<file path="src/rtl/alu_seq_pkg.sv">
// alu_seq_pkg: shared types and helpers for the ALU command sequencer.
//   - seq_state_e : sequencer FSM states
//   - SEL_*       : ALU op codes
//   - lat_e       : latency class of an op
//   - sel_to_lat  : maps an op code to its latency class
package alu_seq_pkg;

  typedef enum logic [2:0] {
    StIdle,
    StIssue,
    StWaitReg,
    StWaitMul,
    StHold
  } seq_state_e;

  localparam logic [2:0] SEL_COPY = 3'd0;
  localparam logic [2:0] SEL_COMP = 3'd1;
  localparam logic [2:0] SEL_AND  = 3'd2;
  localparam logic [2:0] SEL_OR   = 3'd3;
  localparam logic [2:0] SEL_XOR  = 3'd4;
  localparam logic [2:0] SEL_ADD  = 3'd5;
  localparam logic [2:0] SEL_SUB  = 3'd6;
  localparam logic [2:0] SEL_MUL  = 3'd7;

  typedef enum logic [1:0] {
    LatComb,
    LatReg,
    LatMul
  } lat_e;

  // copy/complement pass through an ALU register, multiply is multi-cycle,
  // everything else settles within the issue cycle.
  function automatic lat_e sel_to_lat(input logic [2:0] sel);
    lat_e lat;
    if (sel == SEL_MUL) begin
      lat = LatMul;
    end else if (sel == SEL_COPY || sel == SEL_COMP) begin
      lat = LatReg;
    end else begin
      lat = LatComb;
    end
    return lat;
  endfunction

endpackage

</file>
<file path="src/rtl/alu_seq_timer.sv">
// alu_seq_timer: wait/timeout counter for the multiply wait state.
// Ports:
//   clk_i     : clock, rising edge
//   rst_i     : synchronous active-high reset
//   clr_i     : clear counter to zero (priority over en_i)
//   en_i      : count one cycle
//   expired_o : high while enabled in the Limit-th counted cycle
module alu_seq_timer #(
  parameter int unsigned Limit = 16
) (
  input  logic clk_i,
  input  logic rst_i,
  input  logic clr_i,
  input  logic en_i,
  output logic expired_o
);

  localparam int unsigned CntW = (Limit > 1) ? $clog2(Limit) : 1;
  localparam logic [CntW-1:0] LastCnt = CntW'(Limit - 1);

  logic [CntW-1:0] cnt_q;

  // cnt_q equals the number of enabled cycles already elapsed since clear.
  assign expired_o = en_i && (cnt_q == LastCnt);

  always_ff @(posedge clk_i) begin
    if (rst_i || clr_i) begin
      cnt_q <= '0;
    end else if (en_i && !expired_o) begin
      cnt_q <= cnt_q + 1'b1;
    end
  end

endmodule

</file>
<file path="src/rtl/alu_op_sequencer.sv">
// alu_op_sequencer: command front-end for the 8-bit ALU. Accepts one op per
// cmd handshake, holds operands on the ALU inputs, waits the op's latency,
// captures the ALU result and offers it on a valid/ready result port.
// Ports:
//   clk_i, rst_i            : clock, synchronous active-high reset
//   cmd_valid_i/cmd_ready_o : command handshake; cmd_r1_i, cmd_r2_i, cmd_sel_i
//   alu_r1_o, alu_r2_o, alu_sel_o, alu_mul_start_o : drive the ALU
//   alu_out_i, alu_busy_i   : ALU result and multiplier busy
//   res_valid_o/res_ready_i : result handshake; res_data_o, res_sel_o,
//                             res_zero_o, res_err_o
// Optional: define ALU_MUL_TIMEOUT_EN to abort a multiply whose busy stays
// high for MUL_TIMEOUT wait cycles (res_data all ones, res_err set).
module alu_op_sequencer
  import alu_seq_pkg::*;
#(
  parameter int unsigned DATA_W      = 8,
  parameter int unsigned MUL_TIMEOUT = 16
) (
  input  logic                clk_i,
  input  logic                rst_i,
  input  logic                cmd_valid_i,
  output logic                cmd_ready_o,
  input  logic [DATA_W-1:0]   cmd_r1_i,
  input  logic [DATA_W-1:0]   cmd_r2_i,
  input  logic [2:0]          cmd_sel_i,
  output logic [DATA_W-1:0]   alu_r1_o,
  output logic [DATA_W-1:0]   alu_r2_o,
  output logic [2:0]          alu_sel_o,
  output logic                alu_mul_start_o,
  input  logic [2*DATA_W-1:0] alu_out_i,
  input  logic                alu_busy_i,
  output logic                res_valid_o,
  input  logic                res_ready_i,
  output logic [2*DATA_W-1:0] res_data_o,
  output logic [2:0]          res_sel_o,
  output logic                res_zero_o,
  output logic                res_err_o
);

  seq_state_e          state_q;
  logic                cmd_ready_q;
  logic [DATA_W-1:0]   alu_r1_q;
  logic [DATA_W-1:0]   alu_r2_q;
  logic [2:0]          alu_sel_q;
  logic                alu_mul_start_q;
  logic                wait_first_q;
  logic                res_valid_q;
  logic [2*DATA_W-1:0] res_data_q;
  logic [2:0]          res_sel_q;
  logic                res_zero_q;
  logic                res_err_q;

  logic capture;
  logic abort;
  logic mul_expired;

`ifdef ALU_MUL_TIMEOUT_EN
  alu_seq_timer #(
    .Limit(MUL_TIMEOUT)
  ) u_mul_timer (
    .clk_i     (clk_i),
    .rst_i     (rst_i),
    .clr_i     (state_q == StIssue),
    .en_i      (state_q == StWaitMul),
    .expired_o (mul_expired)
  );
`else
  logic unused_mul_timeout;
  assign unused_mul_timeout = ^MUL_TIMEOUT;
  assign mul_expired        = 1'b0;
`endif

  // Decide when the ALU output is sampled into the result registers.
  always_comb begin
    capture = 1'b0;
    abort   = 1'b0;
    unique case (state_q)
      StIssue:   capture = (sel_to_lat(alu_sel_q) == LatComb);
      StWaitReg: capture = 1'b1;
      StWaitMul: begin
        // First wait cycle ignores busy: the multiplier is still loading.
        capture = !wait_first_q && !alu_busy_i;
        abort   = !capture && mul_expired;
      end
      default: ;
    endcase
  end

  always_ff @(posedge clk_i) begin
    if (rst_i) begin
      state_q         <= StIdle;
      cmd_ready_q     <= 1'b0;
      alu_r1_q        <= '0;
      alu_r2_q        <= '0;
      alu_sel_q       <= '0;
      alu_mul_start_q <= 1'b0;
      wait_first_q    <= 1'b0;
      res_valid_q     <= 1'b0;
      res_data_q      <= '0;
      res_sel_q       <= '0;
      res_zero_q      <= 1'b0;
      res_err_q       <= 1'b0;
    end else begin
      alu_mul_start_q <= 1'b0;
      wait_first_q    <= 1'b0;
      unique case (state_q)
        StIdle: begin
          cmd_ready_q <= 1'b1;
          if (cmd_ready_q && cmd_valid_i) begin
            alu_r1_q        <= cmd_r1_i;
            alu_r2_q        <= cmd_r2_i;
            alu_sel_q       <= cmd_sel_i;
            // Registered so the pulse lands exactly on the issue cycle.
            alu_mul_start_q <= (cmd_sel_i == SEL_MUL);
            cmd_ready_q     <= 1'b0;
            state_q         <= StIssue;
          end
        end
        StIssue: begin
          if (sel_to_lat(alu_sel_q) == LatReg) begin
            state_q <= StWaitReg;
          end else if (sel_to_lat(alu_sel_q) == LatMul) begin
            state_q      <= StWaitMul;
            wait_first_q <= 1'b1;
          end
        end
        StWaitReg: ;
        StWaitMul: ;
        StHold: begin
          if (res_valid_q && res_ready_i) begin
            res_valid_q <= 1'b0;
            cmd_ready_q <= 1'b1;
            state_q     <= StIdle;
          end
        end
        default: state_q <= StIdle;
      endcase

      if (capture || abort) begin
        res_valid_q <= 1'b1;
        res_data_q  <= abort ? '1 : alu_out_i;
        res_zero_q  <= !abort && (alu_out_i == '0);
        res_err_q   <= abort;
        res_sel_q   <= alu_sel_q;
        state_q     <= StHold;
      end
    end
  end

  assign cmd_ready_o     = cmd_ready_q;
  assign alu_r1_o        = alu_r1_q;
  assign alu_r2_o        = alu_r2_q;
  assign alu_sel_o       = alu_sel_q;
  assign alu_mul_start_o = alu_mul_start_q;
  assign res_valid_o     = res_valid_q;
  assign res_data_o      = res_data_q;
  assign res_sel_o       = res_sel_q;
  assign res_zero_o      = res_zero_q;
  assign res_err_o       = res_err_q;

endmodule

</file>
<file path="config.mk">
export PLATFORM = sky130hd
export DESIGN_NAME = alu_op_sequencer
export DESIGN_NICKNAME = d
export VERILOG_FILES = /design/src/rtl/alu_seq_pkg.sv /design/src/rtl/alu_seq_timer.sv /design/src/rtl/alu_op_sequencer.sv
export SDC_FILE = /design/constraint.sdc
export NUM_CORES = 1
export LEC_CHECK = 0
export ABC_AREA = 1
export CAP_MARGIN = 30
export CORE_AREA = 2 2 72 81
export DETAILED_ROUTE_END_ITERATION = 12
export DIE_AREA = 0 0 74 83
export PLACE_DENSITY = 0.72
export SYNTH_ARGS = -nofsm -noshare
export SYNTH_HDL_FRONTEND = slang
export SYNTH_SLANG_ARGS = --single-unit
</file>
<file path="constraint.sdc">
create_clock -name clk_i -period 1.25 [get_ports clk_i]
set_input_delay 0.125 -clock clk_i [delete_from_list [all_inputs] [get_ports clk_i]]
set_output_delay 0.125 -clock clk_i [all_outputs]
set_load 0.05 [all_outputs]
</file>
==> results.py <==
metrics = {
    "outcome": {
        "outcome": "finished with violations",
        "violations": "setup timing",
    },
    "setup_path": {
        "crit_path_end_kind": "register",
        "cp.required_ns": 1.48,
        "critPathKind": "reg -> reg",
        "arrival_ns": 1.65,
        "cp_max_fo": 10,
        "r2r_cells": 10,
        "setup.worst_path.start_class": "register",
    },
    "place": {
        "dp_cells": 414,
        "place.gp.congestion": 0.8476,
        "dp_hpwl_mm": 3.527,
        "port_buffers": 81,
        "placed_area_um2": 3353,
    },
    "pwr": {
        "p_leak_nw": 1.590,
        "ir_drop_mv": 1.184,
        "powerDensity_nw_per_um2": 1990,
    },
    "timing": {
        "setup_ws_ns": -0.1680,
        "rsz0062_at_grt": "yes",
        "fmax_ghz": 0.7052,
        "fin_crit_ns": 1.418,
        "setup_viol": 41,
        "skew_ns": 0.006070,
        "report.final.slew_viol_count": 0,
        "hold_viol": 0,
        "fin_crit_sh_pct": 113.4,
        "fin_hold_ws_ns": 0.4039,
    },
    "run": {
        "cap_viol_max_count": 0,
    },
    "synth": {
        "muxShareOfSynthArea_pct": 0,
        "syn-num-nets": 290,
        "yosysUniqueCellTypes": 20,
        "synth-seq-area-share_pct": 48.55,
        "synth-simple-area-share_pct": 29.09,
        "synth.area.top_cells": "dfxtp_1 (49%), nand2_1 (10%), nor2_1 (10%)",
        "synth_cells": 250,
        "synth_top_cell_by_area": "dfxtp_1",
        "yosysWarnings": 0,
        "netlist.area_leader.share_pct": 48.55,
        "synth_compound_area_share_pct": 13.85,
        "synth_top_family_by_area": "simple AND/OR/NAND/NOR gates",
        "ys_seq_elements": 46,
        "yosys.area_share.adder_pct": 0,
        "synth_area_um2": 1897,
        "syn_avg_cell_area_um2": 7.587,
        "synth_xor_area_share_pct": 0,
    },
    "clocking": {
        "cts_buffer_depth": 2,
        "cts_tree": "yes",
        "path_clk_slew_ns": 0.09,
        "cts_root_buffer": "clkbuf_8",
        "clock-sinks": 46,
        "cts_hold_buf": 0,
        "cts_max_level": 2,
        "clk_latency_ns": 0.30,
        "cts_buffers": 5,
    },
    "final_layout": {
        "fin_nets": 410,
        "final_area_um2": 3978,
        "areaGrowthSynthToFinish_pct": 109.7,
        "stdcell_count": 446,
        "fin_util_pct": 75.19,
        "n_antenna_cell": 0,
        "final_common_cell": "buf_12",
        "drive_above_1_share_pct": 49.87,
        "final_cell_mix": "buf_12 (49), nor2_1 (43), dfxtp_1 (39), clkdlybuf4s50_1 (39), nand2_1 (32)",
    },
    "die": {
        "die_w_um": 74,
        "rows": 28,
        "design.core.area_um2": 5290,
        "die_y_um": 83,
        "dieArea_um2": 6142,
        "start_util_pct": 35.86,
        "io_pins": 83,
    },
    "drt": {
        "drt_pre_antenna_iters": 4,
        "wirelength_mm": 6.113,
        "drt_iter0_drc": 100,
        "viasPerCell": 4.657,
        "num_vias": 2077,
        "ant_nets": 0,
        "avgRoutedWirePerCell_um": 13.71,
        "drc": 0,
    },
    "min_path": {
        "hold_path_depth": 3,
        "min-delay-path-class": "in -> reg",
    },
    "global_route": {
        "antenna_found_initial": 0,
        "grt_pass1_wl_mm": 9.294,
        "grtUsageTotal_pct": 19.01,
        "grt_pass1_vias": 1980,
        "overflow": 0,
        "grt_max_degree": 22,
    },
}
## cell usage after synthesis, drive strengths merged
| library cell | instances |
|---|---|
| buf | 9 |
| dfxtp | 46 |
| nor2 | 55 |
| conb | 1 |
| a21oi | 23 |
| o21ai | 22 |
| nand3 | 8 |
| clkbuf | 4 |
| nand2 | 65 |
| inv | 15 |
| nor3 | 1 |
| nand4 | 1 |
## flip-flops by register name, indices dropped and copies added, names as in the netlist
name,flops
res_zero_o,1
res_sel_o,3
alu_sel_o,3
alu_mul_start_o,1
state_q,3
wait_first_q,1
alu_r1_o,8
cmd_ready_o,1
res_valid_o,1
alu_r2_o,8
res_data_o,16
## final timing paths
kind	startpoint	to	slack, ns
worst max-delay path	alu_sel_o[1]	res_data_o[5]	-0.17
worst min-delay path	cmd_r1_i[3]	alu_r1_o[3]	0.40
worst max register to register	alu_sel_o[1]	res_data_o[5]	-0.17
worst min register to register	res_data_o[2]	res_data_o[2]	0.50
## critical path: stages, from the launching register on
cell     delay [ns]
dfxtp_4        0.37
inv_2          0.07
nand2_2        0.07
nand2_4        0.09
buf_6          0.11
nor2_4         0.03
nor2_4         0.14
buf_6          0.12
buf_12         0.13
nand2_1        0.07
a21oi_1        0.15
## layout make-up
type,count,area (um^2)
clock buffers,5,68.82
clock inverters,3,21.27
fillers,357,1313
inverters,15,63.81
multi-input cells,178,1056
flip-flops and latches,46,942.2
well taps,75,93.84
repair buffers,124,1732
## logic make-up (layout without fill, tap and decap cells)
logic type | count (synthesis) | count (layout)
flops | 46 | 46
simple gates | 130 | 130
compound gates | 45 | 47
other cells | 1 | 1
buf+inv | 28 | 147
## power by group
group | internal, W | switching [W]
Sequential | 0.00181 | 0.000364
Combinational | 0.00240 | 0.00241
Clock | 0.000394 | 0.000537
Total | 0.00460 | 0.00331
## timing repair
action / in CTS / in global routing
setup endpoints to repair: 42 / 44
pin swaps: 15 / 22
resized for setup: 51 / 45
gates cloned: 4 / 4
buffers inserted: 15 / 4
## metrics by stage
step / worst slack [ns] / TNS, ns / power, W
after global routing: -0.2448 / -5.752 / 0.008284
after detailed placement: -0.1915 / -5.362 / 0.005855
after CTS: -0.09222 / -2.138 / 0.007610
after global placement: -0.1624 / -4.361 / 0.005804
final: -0.1680 / -2.682 / 0.007916
after floorplan: 0.003641 / 0 / 0.004077
## metal layers
layer	track usage (%)	up-vias	routed length, um
met1	23.55	961	2315
met5	0	-	0
li1	-	1028	-
met3	5.947	8	392
met2	31.17	80	3314
met4	5.455	0	91
Power figures use the tool's default switching activity.
